$ cat config.mk
export PLATFORM = sky130hd
export DESIGN_NAME = delay_ram_player
export DESIGN_NICKNAME = d
export VERILOG_FILES = /design/src/rtl/delay_ram_player_pkg.sv /design/src/rtl/delay_down_counter.sv /design/src/rtl/delay_ram_player.sv
export SDC_FILE = /design/constraint.sdc
export NUM_CORES = 1
export LEC_CHECK = 0
export ABC_AREA = 1
export CAP_MARGIN = 10
export CORE_MARGIN = 5
export CORE_UTILIZATION = 30
export CTS_BUF_LIST = sky130_fd_sc_hd__clkbuf_2 sky130_fd_sc_hd__clkbuf_4 sky130_fd_sc_hd__clkbuf_8
export DETAILED_ROUTE_END_ITERATION = 10
export DONT_BUFFER_PORTS = 1
export GPL_TIMING_DRIVEN = 0
export MAX_ROUTING_LAYER = met4
export SLEW_MARGIN = 40
export SYNTH_ARGS = -nofsm -noshare
export SYNTH_HDL_FRONTEND = slang
export SYNTH_SLANG_ARGS = --single-unit
export TNS_END_PERCENT = 20
$ cat constraint.sdc
create_clock -name I_clk_10M -period 2.01 [get_ports I_clk_10M]
set_clock_uncertainty 0.15 [all_clocks]
set_input_delay 0.603 -clock I_clk_10M [delete_from_list [all_inputs] [get_ports I_clk_10M]]
set_output_delay 0.603 -clock I_clk_10M [all_outputs]
set_load 0.03 [all_outputs]
$ cat src/rtl/delay_ram_player_pkg.sv
// Shared types and default sizing for the delay RAM player.
`timescale 1ns/1ps
package delay_ram_player_pkg;
  localparam int unsigned ADDR_W_DEF  = 11;
  localparam int unsigned DELAY_W_DEF = 24;
  localparam int unsigned PULSE_W_DEF = 10;

  typedef enum logic [2:0] {
    S_IDLE,
    S_RD,
    S_WAIT,
    S_COUNT,
    S_PULSE
  } state_e;
endpackage

$ cat src/rtl/delay_down_counter.sv
// Loadable down-counter with zero flag; it stops at zero and never wraps.
`timescale 1ns/1ps
module delay_down_counter #(
  parameter int unsigned W = 24
) (
  input  logic         clk_i,
  input  logic         rst_i,
  input  logic         load_i,
  input  logic [W-1:0] load_val_i,
  input  logic         dec_i,
  output logic         zero_o
);
  logic [W-1:0] cnt_q;

  always_ff @(posedge clk_i or posedge rst_i) begin
    if (rst_i)                      cnt_q <= '0;
    else if (load_i)                cnt_q <= load_val_i;
    else if (dec_i && cnt_q != '0)  cnt_q <= cnt_q - 1'b1;
  end

  assign zero_o = (cnt_q == '0);
endmodule

$ cat src/rtl/delay_ram_player.sv
// Trigger -> read delay word from RAM -> wait N cycles -> emit PULSE_W-cycle pulse.
// Build option DELAY_RAM_PLAYER_RETRIG_EN: hold one trigger that arrives while busy.
//   state   | meaning
//   S_IDLE  | waiting for I_trig
//   S_RD    | O_RD_EN high, RAM sampling O_RD_ADDR
//   S_WAIT  | RAM data arriving, counter loads it
//   S_COUNT | counting the delay down to zero
//   S_PULSE | O_pulse high, counter times the pulse width
`timescale 1ns/1ps
module delay_ram_player
  import delay_ram_player_pkg::*;
#(
  parameter int unsigned ADDR_W  = ADDR_W_DEF,
  parameter int unsigned DELAY_W = DELAY_W_DEF,
  parameter int unsigned PULSE_W = PULSE_W_DEF
) (
  input  logic               I_clk_10M,
  input  logic               I_rst,
  input  logic               I_trig,
  input  logic [ADDR_W-1:0]  I_wave_id,
  output logic               O_RD_EN,
  output logic [ADDR_W-1:0]  O_RD_ADDR,
  input  logic [DELAY_W-1:0] I_RD_DATA,
  output logic               O_pulse,
  output logic               O_busy,
  output logic               O_done,
  output logic               O_drop
);
  state_e               state_q;
  logic                 cnt_load;
  logic                 cnt_dec;
  logic                 cnt_zero;
  logic [DELAY_W-1:0]   cnt_val;
`ifdef DELAY_RAM_PLAYER_RETRIG_EN
  logic                 pend_full_q;
  logic [ADDR_W-1:0]    pend_addr_q;
`endif

  // One counter serves both phases: delay in COUNT, pulse width in PULSE.
  always_comb begin
    cnt_load = (state_q == S_WAIT) || (state_q == S_COUNT && cnt_zero);
    cnt_val  = (state_q == S_WAIT) ? I_RD_DATA : DELAY_W'(PULSE_W - 1);
    cnt_dec  = (state_q == S_COUNT || state_q == S_PULSE) && !cnt_zero;
  end

  delay_down_counter #(.W(DELAY_W)) u_cnt (
    .clk_i      (I_clk_10M),
    .rst_i      (I_rst),
    .load_i     (cnt_load),
    .load_val_i (cnt_val),
    .dec_i      (cnt_dec),
    .zero_o     (cnt_zero)
  );

  always_ff @(posedge I_clk_10M or posedge I_rst) begin
    if (I_rst) begin
      state_q     <= S_IDLE;
      O_RD_EN     <= 1'b0;
      O_RD_ADDR   <= '0;
      O_pulse     <= 1'b0;
      O_busy      <= 1'b0;
      O_done      <= 1'b0;
      O_drop      <= 1'b0;
`ifdef DELAY_RAM_PLAYER_RETRIG_EN
      pend_full_q <= 1'b0;
      pend_addr_q <= '0;
`endif
    end else begin
      O_done <= 1'b0;
      O_drop <= 1'b0;
      if (state_q != S_IDLE && I_trig) begin
`ifdef DELAY_RAM_PLAYER_RETRIG_EN
        if (pend_full_q) begin
          O_drop <= 1'b1;
        end else begin
          pend_full_q <= 1'b1;
          pend_addr_q <= I_wave_id;
        end
`else
        O_drop <= 1'b1;
`endif
      end
      case (state_q)
        S_IDLE: begin
          if (I_trig) begin
            state_q   <= S_RD;
            O_RD_EN   <= 1'b1;
            O_RD_ADDR <= I_wave_id;
            O_busy    <= 1'b1;
          end
        end
        S_RD: begin
          state_q <= S_WAIT;
          O_RD_EN <= 1'b0;
        end
        S_WAIT: state_q <= S_COUNT;
        S_COUNT: begin
          if (cnt_zero) begin
            state_q <= S_PULSE;
            O_pulse <= 1'b1;
          end
        end
        S_PULSE: begin
          if (cnt_zero) begin
            O_pulse <= 1'b0;
            O_done  <= 1'b1;
`ifdef DELAY_RAM_PLAYER_RETRIG_EN
            // A trigger landing on the last pulse cycle with an empty slot launches directly.
            if (pend_full_q) begin
              state_q     <= S_RD;
              O_RD_EN     <= 1'b1;
              O_RD_ADDR   <= pend_addr_q;
              pend_full_q <= 1'b0;
            end else if (I_trig) begin
              state_q     <= S_RD;
              O_RD_EN     <= 1'b1;
              O_RD_ADDR   <= I_wave_id;
              pend_full_q <= 1'b0;
            end else begin
              state_q <= S_IDLE;
              O_busy  <= 1'b0;
            end
`else
            state_q <= S_IDLE;
            O_busy  <= 1'b0;
`endif
          end
        end
        default: state_q <= S_IDLE;
      endcase
    end
  end
endmodule
* After elaboration in Yosys (flattened, before gate mapping)
Cells that the tools add are included.
** Word-level totals
- Register bits :: 43
- ROM bits :: 0
- Memories :: 0
- Output and inout port bits :: 16
- Input port bits :: 38
- RAM bits :: 0
- Bits in latches :: 0
- Word-level logic and storage cells :: 52
** Operators by class
- Multiply operators :: 0
- Reductions and logical operators :: 20
- Eq/ne operators :: 7
- Add/subtract/negate cells :: 1
- Mux-type cells :: 16
- Shift-type cells :: 0
- Bitwise gates (word level) :: 0
- Div/mod/pow operators :: 0
- Order comparisons :: 0
** Operators with widths (number)
- 24-bit 2-to-1 mux :: 3
- 24-bit logical NOT :: 1
- 24-bit nonzero test :: 1
- 24-bit by 1-bit subtractor with 24-bit output (second input constant) :: 1
- 3-bit one-hot mux with 5 select lines :: 1
- 3-bit 2-to-1 mux :: 3
- 3-bit AND reduction :: 3
- 2-bit nonzero test :: 4
- 3-bit by 2-bit == test with 1-bit output (second input constant) :: 2
- 1-bit 2-to-1 mux :: 6
- 2-bit inequality test (second input constant) :: 3
- 1-bit one-hot mux with 2 select lines :: 3
- 1-bit logical AND :: 4
- 2-bit AND reduction :: 2
- 3-bit by 1-bit == test with 1-bit output (second input constant) :: 1
- 3-bit == test (second input constant) :: 1
- 3-bit logical NOT :: 1
- 3-bit nonzero test :: 1
- 1-bit logical OR :: 2
- 1-bit logical NOT :: 1

* Logic depth before layout (Yosys ltp)
- Depth in word-level cells :: 6
- Depth in mapped cells :: 12
- Mapped depth without buffers :: 11

* Modules after synthesis
Synthesis repeated with hierarchy kept, for this count alone.
** Unflattened totals
- Cells, all modules :: 433
- Area total of the unflattened synthesis :: 2975.4 µm²
** By module, submodules not included
- delay_down_counter :: sequential area each 600.6 µm², instances 1, cells an instance 298, area each 1969.4 µm²
- delay_ram_player :: sequential area each 475.5 µm², instances 1, cells an instance 135, area each 1006.0 µm²

* Worst setup path before layout
Ideal clock, no wire load.
- Kind :: flip-flop to flip-flop
- Start point :: reg u_cnt.cnt_q[0]
- End point :: reg u_cnt.cnt_q[5]
- Period minus slack after synthesis :: 1.737 ns
- Setup slack :: 0.273 ns
- Data required time :: 1.743 ns
- Buffers on the path :: 1
- Library setup time :: 0.117 ns
- Cell stages (with the launch flop) :: 13
- Data arrival time :: 1.470 ns
- Path through :: dfrtp_1 > inv_1 > ha_1 > nand2_1 > nor2_1 > nand3_4 > nor2_2 > nor2_2 > buf_2 > nand2_1 > nand2_1 > nand2_1 > nand2_1
** On the way
- Word-level cells in the longest chain between the ends :: 5
- Elaborated cells on any way between the ends :: 11
- Those cells by class :: 1 x add/sub; 2 x mux; 8 x reduce/logical
** Ends and longest elaborated chain
- from (decl) :: line delay_down_counter.sv:13 : logic [W-1:0] cnt_q;
- from (signal assigned) :: line delay_down_counter.sv:17 : else if (load_i) cnt_q <= load_val_i;
- from (signal assigned) :: line delay_down_counter.sv:18 : else if (dec_i && cnt_q != '0) cnt_q <= cnt_q - 1'b1;
- parallel branches: the longest is 5 deep, another holds 24-bit by 1-bit subtractor with 24-bit output
Several ways; the timed one is not identified. The select of a mux whose other input is x is not followed.
A chain may end at the register's enable or synchronous reset.

* Final worst setup path
- Start point :: reg u_cnt.cnt_q[12]
- End point :: reg u_cnt.cnt_q[8]
** On the way
- Word-level cells in the longest chain between the ends :: 5
- Elaborated cells on any way between the ends :: 9
- Those cells by class :: 1 x mux; 8 x reduce/logical
** Ends and longest elaborated chain
- 24-bit logical NOT :: line delay_down_counter.sv:21 : assign zero_o = (cnt_q == '0);
- 1-bit logical NOT :: line delay_ram_player.sv:43 : cnt_dec = (state_q == S_COUNT || state_q == S_PULSE) && !cnt_zero;
- 1-bit logical AND :: line delay_ram_player.sv:43
- 1-bit logical AND :: line delay_down_counter.sv:18
- 2-bit nonzero test (no line)
Several ways; a longest one is shown, not always the timed one.

==> impl_metrics.py <==
metrics = {
    "yosys": {
        "syn_inst": 368,
        "synth_top_area_cell": "dfrtp_1",
        "synth_area_leaders": "dfrtp_1, nand2_1, nor2_1, mux2_2, xnor2_1",
        "ys_seq_area_share_pct": 41.1,
        "synth_area_per_cell_um2": 7.11,
        "yosys_warnings": 0,
        "yosys_register_bits": 43,
        "yosys.cell_types.count": 27,
        "synth_area_um2": 2620,
        "synth.net_count": 408,
        "synth_top_area_share_pct": 41.1,
    },
    "cts": {
        "clkLatencyLatePin_ns": 0.31,
        "clockRootBuffer": "clkbuf_8",
        "tritoncts": "built",
        "clk_path_buf_depth": 2,
        "htreeDepth": 2,
        "numCtsBuffers": 5,
        "cts_sinks": 43,
        "clk_pin_slew_ns": 0.10,
    },
    "layout": {
        "area_growth_pct": 16.5,
        "regArea_um2": 1080,
        "multi_input_area_um2": 1470,
        "drive_above_1_share_pct": 18.5,
        "instances_no_fill": 491,
        "n_antenna_cell": 0,
        "fillers": 925,
        "final_nets": 422,
    },
    "sta": {
        "hold_viol_final": 0,
        "whs_ns": 0.296,
        "period_share_pct": 94.0,
        "final.min_clock_period_ns": 1.89,
        "slew_viol_final": 0,
        "slew_headroom_pct": 74.3,
        "setup_viol": 0,
        "worst_slew_pin_slew_ns": 0.384,
        "max_freq_mhz": 529,
        "grt_setup_unrepaired": "no",
    },
    "floorplan": {
        "initial_utilization_pct": 30.4,
        "boundaryPins": 54,
        "coreArea_um2": 8590,
        "die_area_um2": 10700,
        "num_rows": 34,
        "chipHeight_um": 103,
        "die_w_um": 103,
    },
    "worst_setup_path": {
        "arrival_ns": 1.94,
        "critical_path_peak_fanout": 10,
        "endpoint_kind": "flip-flop",
        "cp_num_buf_inv": 1,
        "cpPeakStageDelay_ns": 0.46,
        "timing.rr.end": "u_cnt.cnt_q[8]",
        "path_common_cell": "nand2_1",
        "required_ns": 2.06,
        "start_kind": "flip-flop",
        "reg2reg_from": "u_cnt.cnt_q[12]",
        "crit_cells": 9,
        "r2r_slack_ns": 0.12,
        "critical_path_class": "flip-flop to flip-flop",
        "critPathTopFamily": "simple AND/OR/NAND/NOR gates",
        "reg2regPathDepth": 9,
        "path_cells": "nor2_4, nand2_1, nor2_4, nand3_4, nand2_2, nand3_4, clkbuf_4, nand2_1, nand2_1",
        "cpMaxStageDelayCell": "dfrtp_1",
    },
    "pwr": {
        "power_frac_seq_pct": 36.1,
        "leakagePower_uw": 0.00153,
        "netSwitchingFraction_pct": 49.5,
        "peakVddDrop_v": 0.000811,
        "p_int_uw": 2680,
        "switchingPower_uw": 2630,
        "power_per_cell_area_nw_per_um2": 1740,
        "power_frac_clock_pct": 13.3,
        "comb_power_share_pct": 50.6,
    },
    "worst_hold_path": {
        "worstHoldPathCells": 1,
        "min_to": "O_RD_ADDR[7]",
        "min-delay-start": "I_wave_id[7]",
        "worstHoldPathType": "primary input to flip-flop",
    },
    "detailed_routing": {
        "dr.pass1.iters": 4,
        "vias_per_cell": 4.62,
        "route.detailed.drc": 0,
        "drt_iter0_markers": 100,
        "ant_nets": 0,
        "route.vias.total": 2267,
        "routed_wirelength_um": 6500,
        "route.detailed.wl_per_inst_um": 13.2,
    },
    "flow_run": {
        "cap_viol_max_count": 0,
    },
    "global_routing": {
        "grt_overflow": 0,
        "grt_pass1_vias": 2282,
        "grt_max_degree": 24,
        "antenna_found_initial": 0,
        "grt_pass1_wl_um": 10700,
        "grt_usage_pct": 13.2,
    },
    "placement": {
        "gp_routability_congestion": 0.890,
        "place_inst": 477,
        "io_buffers": 0,
        "dp_hpwl_um": 4870,
    },
    "outcome": {
        "status": "finished clean",
    },
}
-- layer usage --
| metal | wire length, um | track usage, % | part of all wire [%] |
|---|---|---|---|
| met3 | 453 | 4.23 | 7.0 |
| met4 | 61 | 4.28 | 0.94 |
| met2 | 3080 | 21.5 | 47 |
| met1 | 2910 | 15.6 | 45 |
| met5 | 0 | - | 0 |
-- power groups by stage --
stage	Sequential, uW	Clock (uW)	Combinational (uW)
after floorplan	1790	0	2000
after global placement	1880	0	2430
after detailed placement	1890	0	2510
after CTS	1880	731	2550
after global routing	1980	764	3080
final	1920	709	2690
-- cell usage in the layout, fill, tap and decap left out, types with 2 or more instances in the layout --
cell      synthesis  final
inv_2             3      4
nand4_1           8      8
mux2_2           11     11
nand2_1         173    170
nor2_2            5     11
xnor2_1          12     12
nand2_2           2      5
buf_4             0      5
inv_1            25     23
nor2_4            1      8
nand3_4           2      2
clkbuf_8          0      5
xor2_1            3      3
dfrtp_2           0      3
nor2_1           46     33
buf_6             2      3
nand3_1          10     10
clkbuf_2          0      2
dfrtp_1          43     40
clkbuf_4          0      2
o21ai_0           6      6
-- area by class of cell --
type / count / area share [%]
Tap cell: 108 / 4.43
Sequential cell: 43 / 35.4
Clock inverter: 3 / 1.52
Buffer: 8 / 2.09
Multi-Input combinational cell: 289 / 48.3
Clock buffer: 5 / 2.26
Inverter: 28 / 3.53
Timing Repair Buffer: 7 / 2.46
-- synthesized netlist by cell type (all sizes together) --
cell / number
nor3: 2
o21ai: 6
a21boi: 1
nand3: 12
nand4: 9
or2: 1
xor2: 3
dfrtp: 43
o211ai: 1
mux2: 11
o21bai: 1
o22ai: 1
xnor2: 12
buf: 6
clkbuf: 2
nand2: 175
ha: 2
inv: 28
nor2: 52
-- flip-flops by register name, indices dropped and copies added, names as in the netlist --
| name | flops |
|---|---|
| state_q | 3 |
| O_RD_EN | 1 |
| O_busy | 1 |
| O_done | 1 |
| O_drop | 1 |
| O_RD_ADDR | 11 |
| u_cnt.cnt_q | 24 |
| O_pulse | 1 |
-- logic make-up (layout without fill, tap and decap cells) --
group,count (synthesis),count (layout),synth area share (%)
AND/OR/NAND/NOR,251,251,40.0
multiplexers,11,11,4.73
XOR/XNOR,15,15,5.02
buffers and inverters,36,51,5.93
flip-flops,43,43,41.1
AO/OA/AOI/OAI,10,10,2.25
adder cells (fa/ha/maj),2,2,0.956
-- worst max-delay path by stage --
| stage | to | from | slack [ns] |
|---|---|---|---|
| detailed placement | u_cnt.cnt_q[0] | u_cnt.cnt_q[0] | -0.06 |
| global placement | u_cnt.cnt_q[14] | I_rst | -0.29 |
| global route | u_cnt.cnt_q[0] | u_cnt.cnt_q[4] | 0.004 |
| finish | u_cnt.cnt_q[8] | u_cnt.cnt_q[12] | 0.12 |
| CTS | u_cnt.cnt_q[5] | u_cnt.cnt_q[0] | 0.003 |
| floorplan | O_RD_ADDR[0] | I_rst | 0.25 |
-- worst reg2reg max path, cell delays in order (launching register included) --
cell and delay [ns]:
dfrtp_1 0.46, nor2_4 0.13, nand2_1 0.10, nor2_4 0.20, nand3_4 0.12, nand2_2 0.13
nand3_4 0.13, clkbuf_4 0.22, nand2_1 0.08, nand2_1 0.05
-- per-stage QoR --
stage / area, um2 / power [uW] / utilization (%) / TNS [ns] / setup WS, ns
floorplan: 2620 / 3790 / - / 0 / 0.254
global placement: 2750 / 4310 / 32.0 / -12.41 / -0.289
detailed placement: 2780 / 4400 / 32.4 / -0.177 / -0.0619
CTS: 2930 / 5160 / 34.1 / 0 / 0.00322
global route: 3050 / 5830 / 35.5 / 0 / 0.00370
finish: 3050 / 5320 / 35.5 / 0 / 0.120
-- timing repair --
item / in CTS / in global routing
pin swaps: 1 / 2
endpoints found under the setup margin: 20 / 24
hold endpoints to repair: 20 / 0
resized for setup: 5 / 31
setup buffers: 1 / 4
hold buffers: 1 / 0
No activity file was read; power rests on OpenSTA's default activity.
